<file path="src/rtl/fir_stim_source.sv">
// fir_stim_source: programmable sample-playback source with gap insertion and zero flush tail for the FIR input
module fir_stim_source #(
  parameter int DEPTH = 16,
  parameter int AW    = 4,
  parameter int TAPS  = 4
) (
  input  logic          clk,
  input  logic          rst,
  input  logic          wr_en,
  input  logic [AW-1:0] wr_addr,
  input  logic [3:0]    wr_data,
  input  logic [AW:0]   len,
  input  logic [3:0]    gap,
  input  logic          start,
  input  logic          abort,
  output logic [3:0]    In,
  output logic          in_valid,
  output logic          busy,
  output logic          done,
  output logic          wr_err
);
  typedef enum logic [2:0] {IDLE, PLAY, GAP, FLUSH, DONE} state_t;
  localparam int FW = $clog2(TAPS) + 1;
  state_t st, ns;
  logic [AW-1:0] idx, idx_n;
  logic [3:0] gcnt, gcnt_n, gap_q, gap_n, rd;
  logic [AW:0] len_q, len_n;
  logic [FW-1:0] fcnt, fcnt_n;
  logic [3:0] mem [DEPTH];
  logic last;
  // next-state, counters and the sample to present in the next cycle
  always_comb begin
    ns = st;
    idx_n = idx;
    gcnt_n = gcnt;
    fcnt_n = fcnt;
    len_n = len_q;
    gap_n = gap_q;
    last = {1'b0, idx} == len_q - (AW+1)'(1);
    case (st)
      IDLE: if (start) begin
        if (len == '0) ns = DONE;
        else begin
          ns = PLAY;
          idx_n = '0;
          len_n = len;
          gap_n = gap;
        end
      end
      PLAY: if (abort) ns = DONE;
        else if (last) begin
          ns = TAPS > 1 ? FLUSH : DONE;
          fcnt_n = FW'(TAPS - 1);
        end else if (gap_q != 4'd0) begin
          ns = GAP;
          gcnt_n = gap_q;
        end else idx_n = idx + AW'(1);
      GAP: if (abort) ns = DONE;
        else if (gcnt == 4'd1) begin
          ns = PLAY;
          idx_n = idx + AW'(1);
          gcnt_n = 4'd0;
        end else gcnt_n = gcnt - 4'd1;
      FLUSH: if (abort) ns = DONE;
        else if (fcnt == FW'(1)) ns = DONE;
        else fcnt_n = fcnt - FW'(1);
      DONE: ns = IDLE;
      default: ns = IDLE;
    endcase
    rd = (st == IDLE && wr_en && wr_addr == idx_n) ? wr_data : mem[idx_n];
  end
  // state, counters and registered outputs derived from the next state
  always_ff @(posedge clk or posedge rst) begin
    if (rst) begin
      st <= IDLE;
      idx <= '0;
      gcnt <= '0;
      fcnt <= '0;
      len_q <= '0;
      gap_q <= '0;
      In <= '0;
      in_valid <= 1'b0;
      busy <= 1'b0;
      done <= 1'b0;
      wr_err <= 1'b0;
    end else begin
      st <= ns;
      idx <= idx_n;
      gcnt <= gcnt_n;
      fcnt <= fcnt_n;
      len_q <= len_n;
      gap_q <= gap_n;
      In <= ns == PLAY ? rd : 4'd0;
      in_valid <= ns == PLAY || ns == FLUSH;
      busy <= ns != IDLE;
      done <= ns == DONE;
      wr_err <= wr_en && st != IDLE;
    end
  end
  // pattern buffer; writes only land while idle
  always_ff @(posedge clk) begin
    if (wr_en && st == IDLE) mem[wr_addr] <= wr_data;
  end
endmodule

</file>
<file path="config.mk">
export PLATFORM = sky130hd
export DESIGN_NAME = fir_stim_source
export DESIGN_NICKNAME = d
export VERILOG_FILES = /design/src/rtl/fir_stim_source.sv
export SDC_FILE = /design/constraint.sdc
export NUM_CORES = 1
export LEC_CHECK = 0
export ABC_AREA = 1
export CELL_PAD_IN_SITES_DETAIL_PLACEMENT = 0
export CELL_PAD_IN_SITES_GLOBAL_PLACEMENT = 2
export CORE_MARGIN = 4
export CORE_UTILIZATION = 38
export CTS_CLUSTER_SIZE = 28
export DETAILED_ROUTE_END_ITERATION = 12
export GPL_TIMING_DRIVEN = 0
export PLACE_DENSITY_LB_ADDON = 0.3
export SETUP_SLACK_MARGIN = 0.4
export SLEW_MARGIN = 20
export SYNTH_ARGS = -nofsm -noshare
export SYNTH_HDL_FRONTEND = slang
export SYNTH_SLANG_ARGS = --single-unit
</file>
<file path="constraint.sdc">
create_clock -name clk -period 2.5 [get_ports clk]
set_input_delay 0.5 -clock clk [delete_from_list [all_inputs] [get_ports clk]]
set_output_delay 0.5 -clock clk [all_outputs]
set_load 0.005 [all_outputs]
</file>
# ---- Yosys cells after proc, flatten, opt, wreduce, memory -nomap -nowiden
# Memory sizes are Yosys's and may differ from the RTL's.
# Cells that the tools add are included.
# Widths: inputs -> output; s select.
dict set report totals {
  register_bits 31
  in_bits 22
  mem_bits_rw 64
  memories 1
  elab_cells 81
  out_inout_bits 8
}
dict set report classes {
  n_reduce_logical 14
  addsub 4
  muxes 33
  eq_ne 17
  bitwise 1
}
# name words width read_ports rd_ports_with_merged_regs wr line
set memory_table {}
lappend memory_table {mem 16 4 1 0 1 29} ;# logic [3:0] mem [DEPTH];
# op count
set op_table {}
lappend op_table {{$mux 4} 14}
lappend op_table {{$mux 3} 13}
lappend op_table {{$ne 2x2->1 const B} 7}
lappend op_table {{$pmux 3 s4} 1}
lappend op_table {{$pmux 4 s3} 1}
lappend op_table {{$reduce_and 5->1} 2}
lappend op_table {{$eq 3x1->1 const B} 3}
lappend op_table {{$eq 3x2->1 const B} 3}
lappend op_table {{$pmux 4 s2} 1}
lappend op_table {{$pmux 3 s2} 1}
lappend op_table {{$reduce_bool 3->1} 2}
lappend op_table {{$eq 4x5->1} 1}
lappend op_table {{$logic_not 5->1} 1}
lappend op_table {{$sub 5x1->5 const B} 1}
lappend op_table {{$add 4x1->4 const B} 1}
lappend op_table {{$eq 4x1->1 const B} 1}
lappend op_table {{$eq 4x4->1} 1}
lappend op_table {{$reduce_bool 2->1} 2}
lappend op_table {{$reduce_bool 4->1} 1}
lappend op_table {{$sub 4x1->4 const B} 1}
lappend op_table {{$eq 3x3->1 const B} 1}
lappend op_table {{$logic_and 1x1->1} 3}
lappend op_table {{$logic_not 3->1} 1}
lappend op_table {{$reduce_and 3->1} 1}
lappend op_table {{other kinds (4)} 5}

# ---- Depth between registers and ports, before layout
# Gate-level depths: netlist (run 1).
dict set report depth {
  word_depth 9
  ltp_mapped 21
  ltp_nobuf 21
}

# ---- Worst setup path after synthesis (run 1)
# OpenSTA, ideal clock, no wires.
dict set report synth_timing {
  path_type {reg-to-reg}
  startpoint {register len_q[0]}
  endpoint {register In[2]}
  path_buffers 0
  stages_incl_launch_ff 21
  setup_time_ps 113
  setup_slack_ps 344
  period_less_slack_ps 2156
  arrival_time_ps 2043
  t_required_ps 2387
  path_cell_list {dfrtp_1 > inv_1 > ha_1 > nand2_1 > inv_1 > nor2_1 > nand3_1 > nor2_1 > nand2_1 > nand3_1 > nand2_2 > nand2_1 > nand2_4 > inv_4 > nor2_1 > nor2_1 > nand3_2 > nor2_1 > nor2_1 > nand2_1 > inv_1}
}
dict set report synth_between {
  elab_chain_len 9
  word_cells_on_any_way 14
  cone_classes {1 x add/sub; 3 x eq/ne; 8 x mux; 1 x reduce/logical; 1 x memory}
}
# element line
set synth_rtl {}
lappend synth_rtl {{start: declaration} 27} ;# logic [AW:0] len_q, len_n;
lappend synth_rtl {{start signal: assignment} 91} ;# len_q <= len_n;
lappend synth_rtl {{$sub 5x1->5 (*)} 39} ;# last = {1'b0, idx} == len_q - (AW+1)'(1);
lappend synth_rtl {{$eq 4x5->1 (*)} 39}
lappend synth_rtl {{branches (longest 6 deep; another with $mem_v2 16x4)} n/a}
lappend synth_rtl {{$mux 4 (*)} 93} ;# In <= ns == PLAY ? rd : 4'd0;
lappend synth_rtl {{end signal: assignment} 93}
lappend synth_rtl {{end: declaration} 16} ;# output logic [3:0] In,
# Every way passes the cells marked *.
# A chain may end at the register's enable or synchronous reset.

# ---- Worst setup path after layout (run 1)
dict set report layout_timing {
  startpoint {register len_q[0]}
  endpoint {register In[3]}
}
dict set report layout_between {
  elab_chain_len 9
  word_cells_on_any_way 14
  cone_classes {1 x add/sub; 3 x eq/ne; 8 x mux; 1 x reduce/logical; 1 x memory}
}
# element line
set layout_rtl {}
lappend layout_rtl {{$sub 5x1->5 (*)} 39}
lappend layout_rtl {{$eq 4x5->1 (*)} 39}
lappend layout_rtl {{$mux 4 (*)} 51} ;# else if (last) begin
lappend layout_rtl {{$mux 4 (*)} 50} ;# PLAY: if (abort) ns = DONE;
lappend layout_rtl {{$pmux 4 s3 (*)} 40} ;# case (st)
lappend layout_rtl {{net idx_n[2]} 25} ;# logic [AW-1:0] idx, idx_n;
lappend layout_rtl {{branches (longest 2 deep; another with $mem_v2 16x4)} n/a}
lappend layout_rtl {{$mux 4 (*)} 70} ;# rd = (st == IDLE && wr_en && wr_addr == idx_n) ? wr_data : mem[idx_n];
lappend layout_rtl {{$mux 4 (*)} 93}
# Mark *: on every way through the listed nets, which the timed path passes.

==> results of run 1 <==
-- worst max-delay path by stage --
| stage | from | to | slack (ps) | depth (start not counted) |
|---|---|---|---|---|
| floorplan | len_q[0] | In[2] | 390 | 21 |
| global placement | abort | In[2] | -350 | 15 |
| detailed placement | abort | In[0] | -350 | 14 |
| CTS | len_q[0] | In[1] | 90 | 20 |
| global route | len_q[0] | In[2] | -100 | 20 |
| finish | len_q[0] | In[3] | 80 | 19 |
-- tightest hold or removal path: stages, from the launching register on --
cell	delay, ps
dfrtp_1	380
nand2_1	60
nand2_1	50
-- sequential cells by signal, summed over array words and instances, names as in the netlist --
signal,cells
mem,64
len_q,5
In,4
gap_q,4
gcnt,4
idx,4
fcnt,3
st,3
busy,1
done,1
in_valid,1
wr_err,1
-- Yosys cell counts, types with 3 or more instances --
master | count | area [sq um]
a21oi_1 | 8 | 40.0
buf_2 | 5 | 25.0
buf_4 | 3 | 22.5
buf_6 | 4 | 45.0
dfrtp_1 | 31 | 776
edfxtp_1 | 64 | 1920
ha_1 | 6 | 75.1
inv_1 | 45 | 169
inv_2 | 4 | 15.0
nand2_1 | 104 | 390
nand2_2 | 6 | 37.5
nand2_4 | 5 | 56.3
nand3_1 | 94 | 470
nand3_2 | 4 | 40.0
nand3b_1 | 7 | 52.6
nand4_1 | 3 | 18.8
nor2_1 | 34 | 128
nor3_1 | 3 | 15.0
o21ai_0 | 14 | 70.1
o22ai_1 | 3 | 18.8
xor2_1 | 3 | 26.3
-- metrics by stage --
step | cells | cell area, sq um | setup WS [ps] | setup TNS [ps]
after floorplan | 467 | 4580 | 395 | 0
after global placement | 639 | 5050 | -350 | -1340
after detailed placement | 639 | 5050 | -354 | -1330
after CTS | 668 | 5570 | 94.0 | 0
after global routing | 677 | 5980 | -104 | -398
final | 677 | 5980 | 77.7 | 0
-- cell type report --
| type | instances | share of cell area |
|---|---|---|
| Buffer | 13 | 0.0232 |
| Clock buffer | 11 | 0.0389 |
| Clock inverter | 5 | 0.00690 |
| Inverter | 50 | 0.0322 |
| Multi-Input combinational cell | 310 | 0.334 |
| Sequential cell | 95 | 0.451 |
| Tap cell | 143 | 0.0299 |
| Timing Repair Buffer | 50 | 0.0837 |
-- kinds of logic (layout without fill, tap and decap cells) --
logic type	Yosys count	in the layout	synth area share
XOR/XNOR	5	5	0.00961
buffers and inverters	63	129	0.0629
adder cells (fa/ha/maj)	6	6	0.0165
AO/OA/AOI/OAI	34	34	0.0437
flip-flops	95	95	0.592
AND/OR/NAND/NOR	264	265	0.275
-- what timing repair did --
action / CTS / global route
cloned: 0 / 4
pin swaps: 5 / 21
buffers inserted: 13 / 5
gates resized for setup: 42 / 73
endpoints found under the hold margin: 0 / 0
setup endpoints to repair: 69 / 74
-- report_power, final --
| part | total (mW) | internal, mW | switching, mW |
|---|---|---|---|
| clock | 1.29 | 0.685 | 0.607 |
| combinational | 2.39 | 1.04 | 1.35 |
| sequential | 2.07 | 1.91 | 0.161 |
| total | 5.75 | 3.63 | 2.12 |
-- metal layers --
metal | share of wire | vias up
li1 | - | 1725
met1 | 0.49 | 1674
met2 | 0.46 | 66
met3 | 0.041 | 7
met4 | 0.0078 | 0
met5 | 0 | -
==> impl.org, run 1 <==
** Floorplanning
- Measured along the x axis, the die boundary spans 118 um.
- In this run the vertical extent of the chip is 118 um.
- Core Area :: 0.0116 sq mm
- Num ports :: 30
- The floorplan has 39 rows.
- Full die area :: 0.0138 sq mm
- Initial Utilization :: 0.394

** Final layout
- From synthesis to final layout, the design area changed by 31.2%.
- Most frequent cells in the layout :: nand2_1 (87), edfxtp_1 (64), nand3_1 (57), inv_1 (41), nand3_2 (39)
- Layout cells sized above 1 :: 0.298
- Once layout is complete, the utilization of the core stands at 0.517.
- Filler cell count :: 1043
- FF/Latch Area :: 0.00270 sq mm
- Leaving out fill and tap cells, the most frequent cell in the layout is nand2_1.
- Antenna Diode Count :: 0
- After the last flow step, the layout net total stands at 557.
- Total area of multi-input combinational cells :: 0.00200 sq mm

** Clocking
- TritonCTS built the clock tree.
- CTS placed an instance of clkbuf_16 at the clock tree root.
- The later pin in the worst-skew pair is clocked with a latency of 340 ps.
- After clock tree synthesis, the flow added hold-fix buffers numbering 0.
- The clock tree synthesis step divided the H-tree into 3 levels.
- CTS saw 95 sinks.
- Counting the buffers created by CTS gives 9.
- CTS clk-pin slew, worst paths :: 70 ps
- Number of buffers between clock root and the deepest sink :: 2

** Min path
- The min-delay analysis places its worst path in the category register to register.
- The path with the worst hold slack has its endpoint at gap_q[3].
- Hold Path Stages :: 2
- Min-delay src :: gap_q[3]

** Timing
- Period Utilization, post-route :: 0.969
- The number of max-slew violations in the final report is 0.
- Final setup violating endpoints :: 0
- Setup repair after global routing could not meet its margin everywhere.
- Tightest slew margin relative to the limit :: 0.507
- Count of final hold-check violations :: 0
- After layout, the minimum clock period comes to 2420 ps.
- Post-route worst hold slack :: 521 ps
- For this run, the top clock speed supported by timing is 0.413 GHz.
- Actual transition at the worst max-transition pin :: 737 ps
- Clock skew :: 6.91 ps

** Yosys
- Post-synthesis cell type count :: 34
- Mean instance size in the synthesized netlist :: 9.76 sq um
- Post-synthesis register bit count :: 95
- Asr flop ratio synth :: 0.326
- Total standard cell area after synthesis :: 0.00456 sq mm
- Synth Instances :: 467
- Yosys warning count :: 0
- When the netlist entered floorplanning its net count stood at 495.
- Flip-flop cell with the highest count after synthesis :: edfxtp_1
- Counting flops with a built-in enable in the synthesized netlist gives 64.
- Sequential area share after synthesis :: 0.592

** Setup path
- Among the stages of the critical path, the cell type that occurs most often is nand2_1.
- Worst reg-to-reg path cell count :: 19
- The critical path is of the register to register type.
- Cell with the biggest individual delay on the critical path :: dfrtp_1
- Worst EP required :: 2720 ps
- Number of buffers and inverters on the critical path :: 4
- Cells along the critical path :: inv_2 -> ha_4 -> nand2_1 -> inv_1 -> nor2_1 -> nand3_1 -> nor2_1 -> nand2_2 -> nand2_2 -> nand2_2 -> nand2_4 -> nand2_1 -> nand2_1 -> buf_4 -> inv_4 -> nand3_1 -> nand3_2 -> nand2_1 -> a21oi_2
- Sort of element at the start of the critical path :: register
- In this design, the stage delay of the slowest critical-path cell is 390 ps.
- Crit path DAT :: 2650 ps
- The cell family contributing the most delay on the critical path is simple AND/OR/NAND/NOR gates.
- Start of the worst register-to-register path :: len_q[0]
- CP max FO :: 10
- Critical Path End Type :: register
- The worst register-to-register path ends at In[3].
- Flop-to-flop setup slack :: 80 ps

** Global routing
- Global Route Usage Sum :: 0.169
- The via count of the first global-routing pass is 3421.
- Entering global routing, the biggest net connects 32 pins.
- For met3 alone, demand over resource in global routing was 0.0365.
- In the global route stage, met1 resource usage came out at 0.246.
- Most Crowded Layer GR :: met2
- The first global-routing pass estimated 18.2 mm of wire.
- Summed over all layers, the global routing overflow is 0.
- The initial antenna violation count was 0.
- Fraction of met2 tracks used by global routing :: 0.258

** Placement
- Placer Congestion :: 0.792
- Detail Placement HPWL :: 7.96 mm
- Input and output buffers added on the ports amount to 29.

** Job
- Across the run, the number of max-cap violations was 0.

** Detailed routing
- For this block, the initial DRC count from the detailed router was 256.
- Before antenna repair, the detailed router went through 4 iterations.
- Dividing the detail-routed via count by the number of cells gives 5.13.
- Remaining routing DRC violations :: 0
- Average wire length per cell after detail routing :: 17.2 um
- Post-Route WL :: 11.6 mm
- The count of nets left with antenna violations once routing finished came out at 0.
- Via Count :: 3472

** Power
- The design draws 5.75 mW.
- Power per cell area :: 961 mW/mm^2
- Static Leak :: 2.44 nW
- VDD sags by at most 0.000343 V.

** Run status
- The flow ran to the end, and the final reports show no timing, DRC or antenna violations.
Note: power is estimated with default switching activity, not from simulation.
==> run 2, diff against run 1 <==
GPL_ROUTABILITY_DRIVEN = 1   (was unset)
==> results of run 2 <==
Final layout, timing and power as in run 1 (identical DEF).
==> run 3, diff against run 2 <==
CAP_MARGIN = 25   (was unset)
==> results of run 3 <==
Final layout, timing and power as in run 1 (identical DEF).
